File: config.mk
export PLATFORM = sky130hd
export DESIGN_NAME = rx_char_buffer
export DESIGN_NICKNAME = d
export VERILOG_FILES = /design/src/rtl/serial_pkg.sv /design/src/rtl/edge_pulse.sv /design/src/rtl/rx_char_buffer.sv
export SDC_FILE = /design/constraint.sdc
export NUM_CORES = 1
export LEC_CHECK = 0
export CORE_ASPECT_RATIO = 0.8
export CORE_MARGIN = 2
export CORE_UTILIZATION = 25
export DETAILED_ROUTE_END_ITERATION = 12
export HOLD_SLACK_MARGIN = 0.15
export PLACE_DENSITY = 0.51
export SLEW_MARGIN = 40
export SYNTH_ARGS = -nofsm -noshare
export SYNTH_HDL_FRONTEND = slang
export SYNTH_SLANG_ARGS = --single-unit
File: constraint.sdc
create_clock -name clk -period 2.28 [get_ports clk]
set_input_delay 0.228 -clock clk [delete_from_list [all_inputs] [get_ports clk]]
set_output_delay 0.228 -clock clk [all_outputs]
set_load 0.1 [all_outputs]
File: src/rtl/serial_pkg.sv
// Shared serial-receive definitions: default character width, buffer depth
// and the status FSM state encoding used by rx_char_buffer.
package serial_pkg;

  localparam int DATA_W_DEF = 8;
  localparam int DEPTH_DEF  = 8;

  typedef enum logic [1:0] {
    EMPTY   = 2'd0,
    PARTIAL = 2'd1,
    FULL    = 2'd2
  } status_t;

endpackage

File: src/rtl/edge_pulse.sv
// Rising-edge detector: one-cycle pulse when level goes 0->1. The previous
// sample resets to 1 so a level already high during reset never fires.
module edge_pulse (
  input  logic clk,
  input  logic rst,
  input  logic level,
  output logic pulse
);

  logic level_q;

  always_ff @(posedge clk) begin
    if (rst) level_q <= 1'b1;
    else     level_q <= level;
  end

  assign pulse = level & ~level_q;

endmodule

File: src/rtl/rx_char_buffer.sv
// Show-ahead receive character FIFO with status FSM and framing tag.
// Optional sticky overrun flag enabled by defining RX_OVERRUN_FLAG_EN.
module rx_char_buffer
  import serial_pkg::*;
#(
  parameter int DEPTH  = DEPTH_DEF,
  parameter int DATA_W = DATA_W_DEF
) (
  input  logic                       clk,
  input  logic                       rst,
  input  logic                       rx_valid,
  input  logic [DATA_W-1:0]          rx_data,
  input  logic                       rx_stop_bit,
  input  logic                       rd_req,
  input  logic                       clr_overrun,
  output logic [DATA_W-1:0]          parallel_out,
  output logic                       char_received,
  output logic                       framing_err,
  output logic [$clog2(DEPTH):0]     count,
  output logic                       full,
`ifdef RX_OVERRUN_FLAG_EN
  output logic                       overrun,
`endif
  output status_t                    state_dbg
);

  localparam int PTR_W = $clog2(DEPTH);
  localparam int CNT_W = PTR_W + 1;

  // Handshake: rx_valid is a one-cycle strobe with no back-pressure; a
  // character offered while full without a same-cycle pop is dropped.
  // Reads are 0->1 edges of rd_req; an edge while empty is discarded.

  logic [DATA_W:0]    mem [DEPTH];
  logic [PTR_W-1:0]   wr_ptr;
  logic [PTR_W-1:0]   rd_ptr;
  logic [DATA_W:0]    head;
  status_t            state;
  logic               pop_pulse;
  logic               is_empty;
  logic               is_full;
  logic               pop;
  logic               push;
  logic               drop;

  edge_pulse u_rd_edge (
    .clk   (clk),
    .rst   (rst),
    .level (rd_req),
    .pulse (pop_pulse)
  );

  assign is_empty = (state == EMPTY);
  assign is_full  = (state == FULL);
  assign pop      = pop_pulse & ~is_empty;
  assign push     = rx_valid & (~is_full | pop);
  assign drop     = rx_valid & is_full & ~pop;

  always_ff @(posedge clk) begin
    if (!rst && push) mem[wr_ptr] <= {rx_stop_bit, rx_data};
  end

  always_ff @(posedge clk) begin
    if (rst) begin
      wr_ptr <= '0;
      rd_ptr <= '0;
      count  <= '0;
    end else begin
      if (push) wr_ptr <= wr_ptr + PTR_W'(1);
      if (pop)  rd_ptr <= rd_ptr + PTR_W'(1);
      case ({push, pop})
        2'b10:   count <= count + CNT_W'(1);
        2'b01:   count <= count - CNT_W'(1);
        default: count <= count;
      endcase
    end
  end

  always_ff @(posedge clk) begin
    if (rst) begin
      state         <= EMPTY;
      char_received <= 1'b0;
      full          <= 1'b0;
    end else begin
      case (state)
        EMPTY: begin
          if (push) begin
            state         <= PARTIAL;
            char_received <= 1'b1;
          end
        end
        PARTIAL: begin
          if (pop && !push && count == CNT_W'(1)) begin
            state         <= EMPTY;
            char_received <= 1'b0;
          end else if (push && !pop && count == CNT_W'(DEPTH - 1)) begin
            state <= FULL;
            full  <= 1'b1;
          end
        end
        FULL: begin
          if (pop && !push) begin
            state <= PARTIAL;
            full  <= 1'b0;
          end
        end
        default: begin
          state         <= EMPTY;
          char_received <= 1'b0;
          full          <= 1'b0;
        end
      endcase
    end
  end

  // Memory is not reset, so the head is masked while empty.
  assign head         = mem[rd_ptr];
  assign parallel_out = is_empty ? '0 : head[DATA_W-1:0];
  assign framing_err  = is_empty ? 1'b0 : ~head[DATA_W];
  assign state_dbg    = state;

`ifdef RX_OVERRUN_FLAG_EN
  always_ff @(posedge clk) begin
    if (rst)              overrun <= 1'b0;
    else if (drop)        overrun <= 1'b1;
    else if (clr_overrun) overrun <= 1'b0;
  end
`else
  logic unused_clr;
  assign unused_clr = clr_overrun | drop;
`endif

endmodule
==> results.yml <==
run_status:
  status: "finished clean"
floorplanning:
  dieHeight_um: 113
  die_area_sq_um: 15800
  initial_core_util_pct: 25.8
  fp-row-count: 39
  die_w_um: 140
  core_area_sq_um: 14400
  ios: 31
yosys:
  synth_cell_type_count: 44
  synth_top_family_by_area: "multiplexers"
  syn_inst: 230
  synth-seq-cells: 90
  synth-edff-count: 72
  synth_area_leaders: "edfxtp_1, mux4_2, dfxtp_1"
  synth_ff_type: "edfxtp_1"
  synth_top_area_share_pct: 58.3
  yosysMostFrequentCell: "edfxtp_1"
  synth.area.mux_share_pct: 13.6
  synth_area_sq_um: 3710
  yosys_warnings: 0
  synthesis.nets: 249
  yosys.area_share.simple_pct: 9.37
  avgSynthCellArea_sq_um: 16.1
  synth_common_cells: "edfxtp_1, nor2_1, dfxtp_1, mux4_2, mux2i_1"
  synth-compound-area-share_pct: 4.35
  synth_fa_ha_area_share_pct: 1.69
  ys_seq_area_share_pct: 68.0
  synthArstFlopShare_pct: 0
  yosysTopAreaCell: "edfxtp_1"
  synth-xor-area-share_pct: 1.18
global_routing:
  grt_pass1_vias: 2153
  grt_max_degree: 16
  overflow: 0
  track_usage_pct: 10.4
  antenna_found_initial: 0
  grt_pass1_wl_um: 12200
routing:
  wl_per_cell_um: 16.2
  vias_per_cell: 4.47
  drtIter0Drc: 142
  finalWirelength_um: 7550
  drc: 0
  ant_nets: 0
  firstDrtPassIters: 4
  vias: 2080
setup_path:
  cp.arrival_ps: 1930
  rr_startpoint: "count[1]$_SDFFE_PP0P_"
  rr_worst_depth: 6
  required_ps: 2050
  path_common_cell: "buf_12"
  endpoint_kind: "output pin"
  max_stage_delay_ps: 550
  r2r_slack_ps: 550
  reg2reg_to: "char_received$_SDFFE_PP0P_"
  crit_path_top_delay_cell: "mux4_2"
  crit_buf_inv: 2
  start_kind: "register"
  crit_chain: "buf_12, mux4_2, mux2i_2, nor2_2, buf_12"
  criticalPathCategory: "register to output pin"
  critPathMaxFanout: 14
  cpLargestDelayFamily: "multiplexers"
timing:
  finalWorstSetupSlack_ps: 119
  relSlewSlack_pct: 57.6
  fin_crit_sh_pct: 94.8
  worst_slew_pin_slew_ps: 630
  setup_violations: 0
  rsz0062_at_grt: "no"
  period_minus_slack_ps: 2160
  skew_ps: 7.29
  final_max_slew_viol_count: 0
  fmax_mhz: 463
  hold_viol: 0
power_and_ir_drop:
  powerDensity_nw_per_um2: 776
  peakVddDrop_mv: 0.325
  total_leakage_power_nw: 1.54
final_layout:
  layout.cells.non_filler: 465
  stdcell_area_sq_um: 4740
  diodes: 0
  finalCoreUtilization_pct: 32.9
  syn_to_final_growth_pct: 27.7
  drive_gt1_share_pct: 31.7
  nets: 295
cts:
  cts-root-buf: "clkbuf_16"
  clkTransAtPathRegs_ps: 60
  ctsResizeCount: 1
  cts_hold_buffers: 0
  post_cts_buffers: 0
  cts_sinks: 90
  clkLatencyLatePin_ps: 340
  cts_tree: "built"
  clockBufferDepth: 2
  cts_buffers: 9
  h-tree-depth: 3
worst_hold_path:
  hold_class: "register to register"
  whs_endpoint: "char_received$_SDFFE_PP0P_"
  holdPathStages: 1
  min_from: "char_received$_SDFFE_PP0P_"
placed_design:
  place_ws_ps: 135
  io_buffers: 29
  dp_cells: 449
  post_dp_cell_area_sq_um: 4440
  gp_congestion: 0.790
  dp_hpwl_um: 4990
job:
  cap_violations: 0
==> how the worst max path moves through the flow <==
stage,startpoint,end,slack [ps],cells past startpoint
2_1_floorplan,state_dbg[0]$_SDFFE_PP0P_,framing_err,-10,4
3_5_place_dp,rx_valid,count[3]$_SDFFE_PP0P_,130,5
6_report,register,parallel_out[1],120,5
5_1_grt,register,parallel_out[1],10,5
3_3_place_gp,rx_valid,count[3]$_SDFFE_PP0P_,210,5
4_1_cts,register,parallel_out[1],6,5
==> power breakdown <==
group	switching [mW]	internal (mW)	leakage [nW]
logic	0.253	0.139	0.595
registers	0.0271	1.81	0.799
clock network	0.606	0.846	0.147
total	0.886	2.79	1.54
==> worst register-to-register path: stages, from the launching register on <==
cell and delay, ps:
dfxtp_1 350, inv_1 100, ha_1 140, or3b_2 460, o31ai_2 230, nand2_1 90, a32o_1 260
==> state kept, by name, indices dropped and copies added, names as in the netlist, named ones only <==
| register | cells |
|---|---|
| rd_ptr | 3 |
| char_received | 1 |
| state_dbg | 2 |
| full | 1 |
| u_rd_edge.level_q | 1 |
| wr_ptr | 3 |
| count | 4 |
| mem | 72 |
==> cell usage in the layout, fill, tap and decap left out, types with 2 or more instances in the layout <==
cell             instances
nand2b_1                 2
xnor2_1                  2
nor3_1                   6
o211ai_1                 3
xor2_1                   3
buf_12                  10
nor2b_1                  7
o21a_1                   2
clkbuf_16                9
nand2_1                  6
nand3_1                  4
edfxtp_1                72
dfxtp_1                 14
dfxtp_2                  3
clkinv_2                 2
mux2i_1                  9
nand4_1                  2
o21ai_0                  3
nand3b_1                 2
ha_1                     5
nor2_1                  18
clkdlybuf4s50_1         12
nor2_2                   8
mux4_2                  18
buf_4                   23
inv_1                    3
a21oi_1                  5
clkinv_4                 3
==> layout make-up <==
| cell class | count | area [sq um] |
|---|---|---|
| Timing Repair Buffer | 46 | 504 |
| Tap cell | 184 | 230 |
| Clock inverter | 7 | 70.1 |
| Sequential cell | 90 | 2530 |
| Inverter | 3 | 11.3 |
| Clock buffer | 9 | 225 |
| Multi-Input combinational cell | 126 | 1170 |
| Fill cell | 1354 | 9650 |
==> layer usage <==
metal | track usage [%] | vias up | routed length (um)
met2 | 16.5 | 37 | 3620
met4 | 3.97 | 0 | 120
met3 | 3.51 | 7 | 308
met5 | 0 | - | 0
met1 | 13.4 | 1048 | 3500
li1 | - | 988 | -
==> through the flow <==
step	TNS, ps	hold slack (ps)	power (mW)
global route	0	553	3.82
CTS	0	513	3.73
finish	0	518	3.68
detailed placement	0	499	2.26
floorplan	-11.6	327	2.12
global placement	0	487	2.26
==> cells by family after synthesis <==
family,after synthesis
flops,90
simple gates,66
mux,28
compound gates,22
buf+inv,14
xor+xnor,5
fa+ha+maj,5
Power figures use the tool's default switching activity.
